$ cat config.mk
export PLATFORM = sky130hd
export DESIGN_NAME = mem
export DESIGN_NICKNAME = d
export VERILOG_FILES = /design/src/rtl/mem.sv
export SDC_FILE = /design/constraint.sdc
export NUM_CORES = 1
export LEC_CHECK = 0
export ABC_AREA = 1
export CORE_UTILIZATION = 45
export CTS_BUF_LIST = sky130_fd_sc_hd__clkbuf_16
export CTS_CLUSTER_DIAMETER = 60
export DETAILED_ROUTE_END_ITERATION = 6
export GPL_ROUTABILITY_DRIVEN = 0
export HOLD_SLACK_MARGIN = 0.12
export PLACE_DENSITY = 0.72
export SYNTH_ARGS = -nofsm -noshare
export SYNTH_HDL_FRONTEND = slang
export SYNTH_SLANG_ARGS = --single-unit
$ cat constraint.sdc
create_clock -name clk -period 4 [get_ports clk]
set_input_delay 1 -clock clk [delete_from_list [all_inputs] [get_ports clk]]
set_output_delay 1 -clock clk [all_outputs]
set_load 0.02 [all_outputs]
$ cat src/rtl/mem.sv
// ----------------------------------------------------------------------------
// mem: ternary (TCAM) routing memory for a spiking-neuron fabric.
//
// Holds Words entries of Bits bits. Each entry has a data field, a don't-care
// field and a valid bit. A lookup matches the packet source ID against the
// upper ID_Width bits of every valid entry. An explicit compare (CMP_In) uses a
// caller-supplied key, a per-bit mask and per-bank enables. The lowest matching
// index wins. Its destination ID and weight pointer appear on the outputs one
// cycle after the request.
//
// Entry layout: {SrcID[Bits-1:Bits-ID_Width], DstID[ID_Width-1:0]}.
//
// Ports:
//   clk          clock, all state changes on the rising edge
//   rst_n        asynchronous active-low reset
//   CS           chip select; nothing happens while low
//   FLUSH        invalidate every entry (highest priority)
//   WR           write the field selected by DCS at Addr_In
//   CMP_In       explicit masked compare
//   DCS          write field select: 1 = data, 0 = don't-care
//   VBE / VBI    valid-bit write enable / value
//   Data_In      write data or compare key
//   Mask_In      per-bit write enable (write) or compare enable (compare)
//   CBE          per-bank compare enable for CMP_In
//   Addr_In      write address
//   PacketID_In  lookup key
//   DstID_Out    destination ID of the winning entry (registered)
//   Weight_Out   index of the winning entry (registered)
//
// Configuration macro:
//   MEM_MISS_HOLD_EN  defined: a miss holds the outputs.
//                     undefined (default): a miss clears the outputs to 0.
// ----------------------------------------------------------------------------
module mem #(
    parameter int ID_Width     = 4,
    parameter int Weight_Width = 4,
    parameter int AddressSize  = 4,
    parameter int Bits         = 8,
    parameter int Words        = 16,
    parameter int BankSize     = 1
) (
    input  logic                    clk,
    input  logic                    rst_n,
    input  logic                    CS,
    input  logic                    FLUSH,
    input  logic                    WR,
    input  logic                    CMP_In,
    input  logic                    DCS,
    input  logic                    VBE,
    input  logic                    VBI,
    input  logic [Bits-1:0]         Data_In,
    input  logic [Bits-1:0]         Mask_In,
    input  logic [BankSize-1:0]     CBE,
    input  logic [AddressSize-1:0]  Addr_In,
    input  logic [ID_Width-1:0]     PacketID_In,
    output logic [ID_Width-1:0]     DstID_Out,
    output logic [Weight_Width-1:0] Weight_Out
);

    localparam int BankWords = Words / BankSize;

    // Entry storage
    logic [Bits-1:0]  data_q [Words];
    logic [Bits-1:0]  dc_q   [Words];
    logic [Words-1:0] valid_q;

    // Registered result
    logic [ID_Width-1:0]     dst_q, dst_d;
    logic [Weight_Width-1:0] wgt_q, wgt_d;

    // Search key, compare mask and bank enables for this cycle
    logic [Bits-1:0]     key;
    logic [Bits-1:0]     cmp_mask;
    logic [BankSize-1:0] bank_en;

    logic [Words-1:0]       match;
    logic                   hit;
    logic [AddressSize-1:0] hit_idx;

    // A lookup places the packet ID in the SrcID field and compares only
    // that field; an explicit compare takes key and mask from the caller.
    always_comb begin
        key      = Bits'(PacketID_In) << (Bits - ID_Width);
        cmp_mask = Bits'({ID_Width{1'b1}}) << (Bits - ID_Width);
        bank_en  = '1;
        if (CMP_In) begin
            key      = Data_In;
            cmp_mask = Mask_In;
            bank_en  = CBE;
        end
    end

    always_comb begin
        match = '0;
        for (int i = 0; i < Words; i++) begin
            match[i] = valid_q[i]
                    && bank_en[i / BankWords]
                    && (((key ^ data_q[i]) & cmp_mask & ~dc_q[i]) == '0);
        end
    end

    // Priority encoder: scan from the top so the lowest matching index is the
    // last one assigned and therefore wins.
    always_comb begin
        hit     = 1'b0;
        hit_idx = '0;
        for (int i = Words - 1; i >= 0; i--) begin
            if (match[i]) begin
                hit     = 1'b1;
                hit_idx = AddressSize'(i);
            end
        end
    end

    // Next result for a lookup or compare; a miss either holds or clears.
    always_comb begin
        dst_d = dst_q;
        wgt_d = wgt_q;
        if (hit) begin
            dst_d = data_q[hit_idx][ID_Width-1:0];
            wgt_d = Weight_Width'(hit_idx);
        end else begin
`ifdef MEM_MISS_HOLD_EN
            dst_d = dst_q;
            wgt_d = wgt_q;
`else
            dst_d = '0;
            wgt_d = '0;
`endif
        end
    end

    // NOTE: the entry arrays are reset explicitly because reset must leave
    // every field at 0; a plain RAM macro could not be used for this storage.
    always_ff @(posedge clk or negedge rst_n) begin
        if (!rst_n) begin
            for (int i = 0; i < Words; i++) begin
                data_q[i] <= '0;
                dc_q[i]   <= '0;
            end
            valid_q <= '0;
            dst_q   <= '0;
            wgt_q   <= '0;
        end else if (CS) begin
            if (FLUSH) begin
                // Only the valid bits are cleared; field contents survive.
                valid_q <= '0;
            end else if (WR) begin
                if (DCS) begin
                    data_q[Addr_In] <= (data_q[Addr_In] & ~Mask_In) | (Data_In & Mask_In);
                end else begin
                    dc_q[Addr_In]   <= (dc_q[Addr_In] & ~Mask_In) | (Data_In & Mask_In);
                end
                if (VBE) begin
                    valid_q[Addr_In] <= VBI;
                end
            end else begin
                // Explicit compare or lookup
                dst_q <= dst_d;
                wgt_q <= wgt_d;
            end
        end
    end

    assign DstID_Out  = dst_q;
    assign Weight_Out = wgt_q;

endmodule

==> results of run 1 <==
[synthesized netlist by cell type, drive strengths merged (2+ instances only)]
library cell | count | area, um2
o41ai | 2 | 17.5
xor2 | 25 | 219
a211oi | 9 | 67.6
o21ai | 397 | 1990
nor3 | 65 | 325
nor4 | 6 | 37.5
o211ai | 30 | 225
inv | 324 | 1220
nand3 | 130 | 651
a21oi | 46 | 230
o22ai | 137 | 857
dfrtp | 280 | 7010
clkbuf | 85 | 319
nand2 | 478 | 1810
nand4 | 41 | 257
a311oi | 2 | 17.5
buf | 37 | 211
nor2 | 112 | 433
[repair_timing]
item / CTS / global route
resized for setup: 1 / 5
gates cloned: 0 / 0
endpoints found under the setup margin: 1 / 6
[per-stage QoR]
step / std cells / cell area, um2 / hold WS [ns]
after detailed placement: 2782 / 18100 / 0.466
final: 2839 / 19100 / 0.435
after global routing: 2839 / 19100 / 0.501
after CTS: 2839 / 19100 / 0.483
after global placement: 2782 / 18100 / 0.464
after floorplan: 2214 / 16000 / 0.513
[placed cells by master (no fill, tap or decap), types with 4 or more instances in the layout]
cell type / instances
clkdlybuf4s50_1: 39
dfrtp_1: 280
inv_1: 312
nor4_1: 5
nand2_1: 467
buf_12: 14
o21ai_1: 28
nand3_1: 130
inv_2: 18
o21ai_0: 369
clkinv_2: 4
a21oi_1: 46
xor2_1: 25
clkinv_1: 9
clkbuf_16: 31
o211ai_1: 30
a211oi_1: 9
bufinv_16: 4
nor2_1: 109
nor3_1: 64
buf_4: 179
nand2_2: 11
o22ai_1: 137
nand4_1: 41
[how the worst max path moves through the flow]
stage	from	end	slack [ns]	depth (start not counted)
CTS	CMP_In	DstID_Out[2]	0.03	22
finish	PacketID_In[0]	DstID_Out[2]	0.24	21
floorplan	CMP_In	DstID_Out[0]	0.78	19
detailed placement	CMP_In	DstID_Out[3]	-0.56	28
global route	Data_In[0]	DstID_Out[0]	0.02	30
global placement	CMP_In	DstID_Out[2]	-0.49	22
[per-layer routing]
| metal | share of wire (%) | up-vias | global-route usage [%] | wire length (um) |
|---|---|---|---|---|
| met1 | 39 | 7912 | 44.5 | 22800 |
| met5 | 0 | - | 0 | 0 |
| li1 | - | 7675 | - | - |
| met4 | 5.4 | 0 | 15.4 | 3100 |
| met2 | 43 | 1208 | 48.5 | 24700 |
| met3 | 12 | 221 | 6.90 | 7190 |
[registers in the layout (all words and copies together), names as in the netlist]
register and count:
data_q 128, dc_q 128, valid_q 16, DstID_Out 4, Weight_Out 4
[power groups by stage]
| stage | Clock (mW) | Sequential, mW | Combinational (mW) |
|---|---|---|---|
| after CTS | 2.89 | 3.41 | 1.99 |
| after floorplan | 0 | 3.42 | 1.17 |
| after global routing | 3.00 | 3.45 | 2.23 |
| after global placement | 0 | 3.45 | 1.94 |
| final | 2.87 | 3.42 | 2.05 |
| after detailed placement | 0 | 3.46 | 1.98 |
[final cells by class]
class                           count  area [um2]
Inverter                          324        1220
Timing Repair Buffer              235        2050
Tap cell                          455         569
Clock buffer                       31         776
Clock inverter                     26         221
Multi-Input combinational cell   1488        7230
Sequential cell                   280        7010
Fill cell                        3193       15600
[logic make-up (layout without fill, tap and decap cells)]
logic type / count (synthesis) / count (layout) / share of synthesized area [%]
xor gates and xnor gates: 26 / 26 / 1.43
buffers and inverters: 446 / 616 / 10.9
DFF: 280 / 280 / 43.9
AOI/OAI and AO/OA: 629 / 629 / 21.7
and+or+nand+nor: 833 / 833 / 22.1
==> impl_metrics.env, run 1 <==
export IMPL_status="finished, violations left"
export IMPL_violations="design-rule violations"
export IMPL_synth_async_reset_ratio_pct=100
export IMPL_tritoncts="done"
export IMPL_syn_nets=2248
export IMPL_ys_seq_elements=280
export IMPL_synth_edf_count=0
export IMPL_total_power_mw=8.34
export IMPL_synthFlopType="dfrtp_1"
export IMPL_slew_headroom_pct=13.7
export IMPL_grt_pass1_wl_mm=90.5
export IMPL_synth_cell_types=34
export IMPL_holdBufCountCts=0
export IMPL_crit_type="input pin to flop"
export IMPL_io_pins=42
export IMPL_hpwl_mm=42.8
export IMPL_pre_cts_ws_ns=-0.565
export IMPL_clk_insertion_delay_late_ns=0.59
export IMPL_worstSetupStartpointType="input pin"
export IMPL_p_per_area_nw_per_um2=437
export IMPL_firstDrtPassIters=7
export IMPL_p_leak_nw=8.97
export IMPL_post_cts_buffers=0
export IMPL_rr_worst_depth=29
export IMPL_cts_sinks=280
export IMPL_max_freq_ghz=0.266
export IMPL_antenna_found_initial=0
export IMPL_routed_wl_mm=57.8
export IMPL_core_area_um2=34700
export IMPL_final_max_slew_viol_count=0
export IMPL_power_share_combinational_pct=24.6
export IMPL_seq_area_frac_synth_pct=43.9
export IMPL_final_period_utilization_pct=94.1
export IMPL_finalSetupViolations=0
export IMPL_share_seq_of_total_power_pct=41.0
export IMPL_viasPerCell=5.99
export IMPL_pwr_share_clk_pct=34.4
export IMPL_r2r_slack_ns=0.97
export IMPL_drive_above_1_share_pct=11.5
export IMPL_final_nets=2394
export IMPL_switchingPower_mw=2.76
export IMPL_peakVddDrop_v=0.000339
export IMPL_cts_root_buf="clkbuf_16"
export IMPL_antenna_left=0
export IMPL_utilization_pct=54.9
export IMPL_crit_reg2reg_launch="data_q[2]"
export IMPL_cts_clk_slew_worst_paths_ns=0.06
export IMPL_area_growth_pct=19.5
export IMPL_htree_levels=1
export IMPL_cts_buffers=31
export IMPL_r2r_end="DstID_Out[3]"
export IMPL_hold_viol=0
export IMPL_rsz0062_at_grt="false"
export IMPL_netlist_area_um2=16000
export IMPL_start_util_pct=46.0
export IMPL_critPathTopFamily="simple AND/OR/NAND/NOR gates"
export IMPL_setup_tns_ns=0
export IMPL_arrival_ns=4.24
export IMPL_switching_share_pct=33.1
export IMPL_layout_setup_ws_ns=0.237
export IMPL_grt_overflow=0
export IMPL_slowest_stage="clkdlybuf4s50_1"
export IMPL_num_rows=68
export IMPL_die_h_um=190
export IMPL_syn_area_per_cell_um2=7.21
export IMPL_clk_path_buf_depth=3
export IMPL_crit_top_cell="nand2_1"
export IMPL_first_global_vias=16139
export IMPL_fin_crit_ns=3.76
export IMPL_io_buffers=41
export IMPL_holdCritPathClass="input pin to async pin"
export IMPL_critPathMaxFanout=8
export IMPL_post_route_drc_count=1
export IMPL_path_cells="clkdlybuf4s50_1 > nand2_1 > nand2_1 > buf_4 > buf_4 > xor2_1 > nor3_1 > nor4_1 > buf_4 > nand4_1 > buf_4 > nand2_1 > nor2_1 > o31ai_1 > nand2_1 > inv_2 > nand3_1 > nand3_1 > nand2_1 > nand2_1 > nand2_1"
export IMPL_p_int_mw=5.58
export IMPL_die_w_um=190
export IMPL_detail_route_iter0_violations=2498
export IMPL_skew_ns=0.00921
export IMPL_diodes=0
export IMPL_endpoint_kind="flop"
export IMPL_worstMarginPinSlew_ns=1.29
export IMPL_crit_buf_inv=6
export IMPL_die_area_um2=36200
export IMPL_grt_start_max_net_pins=101
export IMPL_routedWlPerCell_um=20.4
export IMPL_yosys_warnings=0
export IMPL_vias=17016
export IMPL_max_stage_delay_ns=0.47
export IMPL_postSynthCellCount=2214
export IMPL_grt_usage_pct=32.4
export IMPL_max_cap_violations=0
export IMPL_crit_required_ns=4.47
Note: power is estimated with default switching activity, not from simulation.
==> run 2, diff against run 1 <==
--- a/config.mk
+++ b/config.mk
@@ -12,7 +12,6 @@
 export DETAILED_ROUTE_END_ITERATION = 6
 export GPL_ROUTABILITY_DRIVEN = 0
 export HOLD_SLACK_MARGIN = 0.12
-export PLACE_DENSITY = 0.72
 export SYNTH_ARGS = -nofsm -noshare
 export SYNTH_HDL_FRONTEND = slang
 export SYNTH_SLANG_ARGS = --single-unit
==> impl_metrics.env, run 2 (synthesized netlist as in run 1, its figures left out) <==
export IMPL_status="complete, no violations"
export IMPL_pre_cts_ws_ns=-0.550
export IMPL_final_period_utilization_pct=94.1
export IMPL_grt_overflow=0
export IMPL_reg_top3="data_q x128, dc_q x128, valid_q x16"
export IMPL_clk_insertion_delay_late_ns=0.54
export IMPL_cts_clk_slew_worst_paths_ns=0.06
export IMPL_r2r_end="DstID_Out[2]"
export IMPL_area_growth_pct=20.6
export IMPL_detail_route_iter0_violations=1812
export IMPL_slew_headroom_pct=48.2
export IMPL_layout_common_cells="nand2_1 (468), o21ai_0 (369), inv_1 (314)"
export IMPL_p_per_area_nw_per_um2=442
export IMPL_io_buffers=41
export IMPL_layout_setup_ws_ns=0.237
export IMPL_rr_worst_depth=21
export IMPL_clk_path_buf_depth=3
export IMPL_viasPerCell=5.80
export IMPL_stdcell_count=2843
export IMPL_pwr_share_clk_pct=35.8
export IMPL_core_area_um2=34700
export IMPL_worstSetupStartpointType="input pin"
export IMPL_fillCellCount=3318
export IMPL_cts_root_buf="clkbuf_16"
export IMPL_drive_above_1_share_pct=11.6
export IMPL_critPathTopFamily="simple AND/OR/NAND/NOR gates"
export IMPL_firstDrtPassIters=5
export IMPL_diodes=0
export IMPL_finalSetupViolations=0
export IMPL_post_cts_buffers=0
export IMPL_max_freq_ghz=0.266
export IMPL_switching_share_pct=33.1
export IMPL_max_cap_violations=0
export IMPL_crit_reg2reg_launch="data_q[78]"
export IMPL_final_common_cell="nand2_1"
export IMPL_power_share_combinational_pct=24.2
export IMPL_fin_crit_ns=3.76
export IMPL_cts_buffers=36
export IMPL_hold_path_endpoint="Weight_Out[2]"
export IMPL_crit_top_cell="nand2_1"
export IMPL_arrival_ns=4.18
export IMPL_holdCritPathClass="flop to flop"
export IMPL_die_h_um=190
export IMPL_crit_required_ns=4.41
export IMPL_cts_sinks=280
export IMPL_holdBufCountCts=0
export IMPL_utilization_pct=55.4
export IMPL_final_nets=2397
export IMPL_worstMarginPinSlew_ns=0.777
export IMPL_share_seq_of_total_power_pct=40.0
export IMPL_p_int_mw=5.69
export IMPL_critPathMaxFanout=33
export IMPL_antenna_left=0
export IMPL_path_cells="clkdlybuf4s50_1 > nand2_1 > nand2_2 > xor2_1 > nor3_1 > nor4_2 > buf_4 > nand4_1 > nand2_1 > nand2_1 > nand2_1 > nand2_1 > nand2_1 > nand2_2 > nand2_2 > buf_12 > nand2_1 > nand3_1 > nand3_1 > nand3_1 > nand2_1 > nand2_1 > nand2_1"
export IMPL_grt_pass1_wl_mm=90.9
export IMPL_num_rows=68
export IMPL_final_max_slew_viol_count=0
export IMPL_htree_levels=2
export IMPL_rsz0062_at_grt="false"
export IMPL_cts_resized=1
export IMPL_p_leak_nw=9.04
export IMPL_tritoncts="done"
export IMPL_crit_buf_inv=3
export IMPL_dp_cells=2780
export IMPL_hold_viol=0
export IMPL_post_route_drc_count=0
export IMPL_routedWlPerCell_um=20.8
export IMPL_hold_path_depth=2
export IMPL_switchingPower_mw=2.82
export IMPL_vias=16493
export IMPL_first_global_vias=15506
export IMPL_crit_type="input pin to flop"
export IMPL_die_area_um2=36200
export IMPL_worstHoldStart="Weight_Out[2]"
export IMPL_routed_wl_mm=59.2
export IMPL_antenna_found_initial=0
export IMPL_start_util_pct=46.0
export IMPL_r2r_slack_ns=0.99
export IMPL_io_pins=42
export IMPL_peakVddDrop_v=0.000390
export IMPL_slowest_stage="clkdlybuf4s50_1"
export IMPL_die_w_um=190
export IMPL_grt_start_max_net_pins=88
export IMPL_grt_usage_pct=33.1
export IMPL_hpwl_mm=43.4
export IMPL_skew_ns=0.0234
export IMPL_max_stage_delay_ns=0.49
export IMPL_endpoint_kind="flop"
-- run 2: cell types whose count changed in the layout (fill, tap and decap cells not counted), moves of 2 or more --
cell / before / now
bufinv_16: 4 / 1
buf_12: 14 / 23
inv_6: 1 / 3
clkinv_1: 9 / 6
clkinvlp_4: 1 / 3
clkbuf_16: 31 / 37
buf_4: 179 / 169
inv_1: 312 / 314
-- run 2: worst reg2reg max path, cell delays in order (launching register included) --
cell	delay [ns]
dfrtp_1	0.36
inv_1	0.15
xor2_1	0.33
nor3_1	0.13
nor4_2	0.37
buf_4	0.17
nand4_1	0.15
nand2_1	0.14
nand2_1	0.05
nand2_1	0.05
nand2_1	0.05
nand2_1	0.07
nand2_2	0.08
nand2_2	0.08
buf_12	0.18
nand2_1	0.10
nand3_1	0.08
nand3_1	0.08
nand3_1	0.10
nand2_1	0.06
nand2_1	0.05
nand2_1	0.05
-- run 2: worst max path at each step --
stage          cells past startpoint           start  slack (ns)      endpoint
3_5_place_dp                      19          CMP_In       -0.55  DstID_Out[3]
4_1_cts                           24          CMP_In        0.03  DstID_Out[2]
3_3_place_gp                      24          CMP_In       -0.54  DstID_Out[2]
5_1_grt                           29      Data_In[5]        0.04  DstID_Out[1]
2_1_floorplan                     19          CMP_In        0.78  DstID_Out[0]
6_report                          23  PacketID_In[2]        0.24  DstID_Out[2]
-- run 2: stage by stage --
stage                     instance area (um2)  hold WS [ns]  total power [mW]  setup TNS (ns)
after floorplan                         16000         0.513              4.59               0
after global placement                  18200         0.467              5.43           -2.72
after detailed placement                18200         0.473              5.46           -2.80
after CTS                               19200         0.486              8.51               0
after global routing                    19200         0.498              8.90               0
final                                   19200         0.481              8.51               0
-- run 2: final cells by class --
type / instances / area (um2) / area share [%]
Inverter: 324 / 1220 / 6.33
Tap cell: 455 / 569 / 2.96
Multi-Input combinational cell: 1488 / 7220 / 37.5
Clock buffer: 37 / 926 / 4.81
Clock inverter: 26 / 156 / 0.813
Sequential cell: 280 / 7010 / 36.4
Timing Repair Buffer: 233 / 2150 / 11.2
-- run 2: per-layer routing --
layer  vias to the layer above  global-route usage [%]  wire (um)
met2                       870                    51.7      26300
li1                       7689                       -          -
met3                       171                    4.71       5090
met1                      7763                    45.1      24600
met4                         0                    16.3       3250
met5                         -                       0          0
-- run 2: power by group through the flow --
stage	clock (mW)	combinational, mW	sequential [mW]
CTS	3.08	2.03	3.40
detailed placement	0	2.02	3.44
global placement	0	1.98	3.44
finish	3.05	2.06	3.40
floorplan	0	1.17	3.42
global route	3.21	2.25	3.44
==> run 3, diff against run 2 <==
--- a/config.mk
+++ b/config.mk
@@ -12,6 +12,7 @@
 export DETAILED_ROUTE_END_ITERATION = 6
 export GPL_ROUTABILITY_DRIVEN = 0
 export HOLD_SLACK_MARGIN = 0.12
+export RECOVER_POWER = 50
 export SYNTH_ARGS = -nofsm -noshare
 export SYNTH_HDL_FRONTEND = slang
 export SYNTH_SLANG_ARGS = --single-unit
==> impl_metrics.env, run 3 (synthesized netlist as in run 1, its figures left out) <==
export IMPL_reg_top3="data_q x128, dc_q x128, valid_q x16"
export IMPL_final_period_utilization_pct=93.6
export IMPL_tritoncts="done"
export IMPL_p_int_mw=5.69
export IMPL_critPathMaxFanout=33
export IMPL_crit_type="input pin to flop"
export IMPL_diodes=0
export IMPL_post_cts_buffers=0
export IMPL_holdWs_ns=0.481
export IMPL_crit_start="PacketID_In[2]"
export IMPL_num_rows=68
export IMPL_setup_tns_ns=0
export IMPL_fin_crit_ns=3.75
export IMPL_finalInstanceArea_um2=19200
export IMPL_utilization_pct=55.4
export IMPL_dpl_cell_area_um2=18200
export IMPL_rsz0062_at_grt="false"
export IMPL_grt_usage_pct=33.1
export IMPL_endpoint_kind="flop"
export IMPL_start_util_pct=46.0
export IMPL_critPathTopFamily="simple AND/OR/NAND/NOR gates"
export IMPL_dp_cells=2780
export IMPL_seqCellArea_um2=7010
export IMPL_vias=16483
export IMPL_htree_levels=2
export IMPL_layout_common_cells="nand2_1 (468), o21ai_0 (369), inv_1 (314)"
export IMPL_routedWlPerCell_um=20.8
export IMPL_skew_ns=0.0225
export IMPL_area_growth_pct=20.4
export IMPL_stdcell_count=2843
export IMPL_max_cap_violations=1
export IMPL_crit_buf_inv=3
export IMPL_first_global_vias=15506
export IMPL_cts_buffers=36
export IMPL_routed_wl_mm=59.2
export IMPL_drive_above_1_share_pct=11.6
export IMPL_post_route_drc_count=0
export IMPL_crit_top_cell="nand2_1"
export IMPL_p_per_area_nw_per_um2=443
export IMPL_clk_insertion_delay_late_ns=0.54
export IMPL_arrival_ns=4.16
export IMPL_final_common_cell="nand2_1"
export IMPL_share_seq_of_total_power_pct=40.0
export IMPL_path_cells="clkdlybuf4s50_1 > nand2_1 > nand2_2 > xor2_1 > nor3_1 > nor4_2 > buf_4 > nand4_1 > nand2_1 > nand2_1 > nand2_1 > nand2_1 > nand2_1 > nand2_2 > nand2_2 > buf_12 > nand2_1 > nand3_1 > nand3_1 > nand3_1 > nand2_1 > nand2_1 > nand2_1"
export IMPL_max_stage_delay_ns=0.49
export IMPL_antenna_left=0
export IMPL_power_share_combinational_pct=24.2
export IMPL_crit_reg2reg_launch="data_q[78]"
export IMPL_grt_pass1_wl_mm=90.9
export IMPL_fillCellCount=3320
export IMPL_cts_clk_slew_worst_paths_ns=0.06
export IMPL_crit_required_ns=4.41
export IMPL_multi_input_area_um2=7220
export IMPL_grt_overflow=0
export IMPL_final_max_slew_viol_count=86
export IMPL_die_h_um=190
export IMPL_pwr_share_clk_pct=35.8
export IMPL_slew_headroom_pct=-66.4
export IMPL_io_buffers=41
export IMPL_layout_setup_ws_ns=0.255
export IMPL_switchingPower_mw=2.82
export IMPL_grt_start_max_net_pins=88
export IMPL_status="finished, violations left"
export IMPL_die_w_um=190
export IMPL_antenna_found_initial=0
export IMPL_holdBufCountCts=0
export IMPL_violations="max-capacitance violations, max-slew violations"
export IMPL_worstMarginPinSlew_ns=2.50
export IMPL_hold_viol=0
export IMPL_hold_path_depth=2
export IMPL_switching_share_pct=33.2
export IMPL_finalSetupViolations=0
export IMPL_rr_worst_depth=21
export IMPL_detail_route_iter0_violations=1823
export IMPL_total_power_mw=8.51
export IMPL_final_nets=2397
export IMPL_cts_root_buf="clkbuf_16"
export IMPL_worstSetupStartpointType="input pin"
export IMPL_io_pins=42
export IMPL_cts_sinks=280
export IMPL_viasPerCell=5.80
export IMPL_p_leak_nw=9.03
export IMPL_cp_depth=23
export IMPL_worstHoldStart="Weight_Out[2]"
export IMPL_max_freq_ghz=0.267
export IMPL_pre_cts_ws_ns=-0.550
export IMPL_peakVddDrop_v=0.000388
export IMPL_slowest_stage="clkdlybuf4s50_1"
export IMPL_holdCritPathClass="flop to flop"
export IMPL_hpwl_mm=43.4
export IMPL_clk_path_buf_depth=3
export IMPL_die_area_um2=36200
export IMPL_core_area_um2=34700
export IMPL_firstDrtPassIters=6
## run 3: area by class of cell
class                   count  area share (%)
flip-flops and latches    280            36.5
well taps                 455            2.96
clock buffers              37            4.82
clock inverters            26           0.814
repair buffers            233            11.0
multi-input cells        1488            37.6
inverters                 324            6.34
## run 3: worst min-delay path, cell delays in order, from the launching register on
cell,delay [ns]
dfrtp_1,0.34
nand2_1,0.05
o21ai_0,0.06
## run 3: worst paths after layout
check                                end  slack (ns)
min in group asynchronous     data_q[90]        1.22
hold / removal             Weight_Out[2]        0.48
setup reg to reg            DstID_Out[2]        1.00
max in group asynchronous    data_q[114]        0.63
setup / recovery            DstID_Out[2]        0.25
hold reg to reg            Weight_Out[2]        0.48
## run 3: timing repair
item,4_1_cts,5_1_grt
pin swaps,0,0
endpoints found under the setup margin,2,4
resized for setup,1,3
gates cloned,0,0
## run 3: routing by layer
metal  vias to the layer above  wire (um)  GRT usage (%)
met5                         -          0              0
met4                         0       3310           16.3
met3                       178       5040           4.71
met2                       890      26300           51.7
met1                      7736      24500           45.1
li1                       7679          -              -
## run 3: power groups by stage
stage	Clock (mW)	Combinational, mW	Sequential, mW
global placement	0	1.98	3.44
CTS	3.08	2.03	3.40
global route	3.21	2.25	3.44
detailed placement	0	2.02	3.44
floorplan	0	1.17	3.42
finish	3.05	2.06	3.40
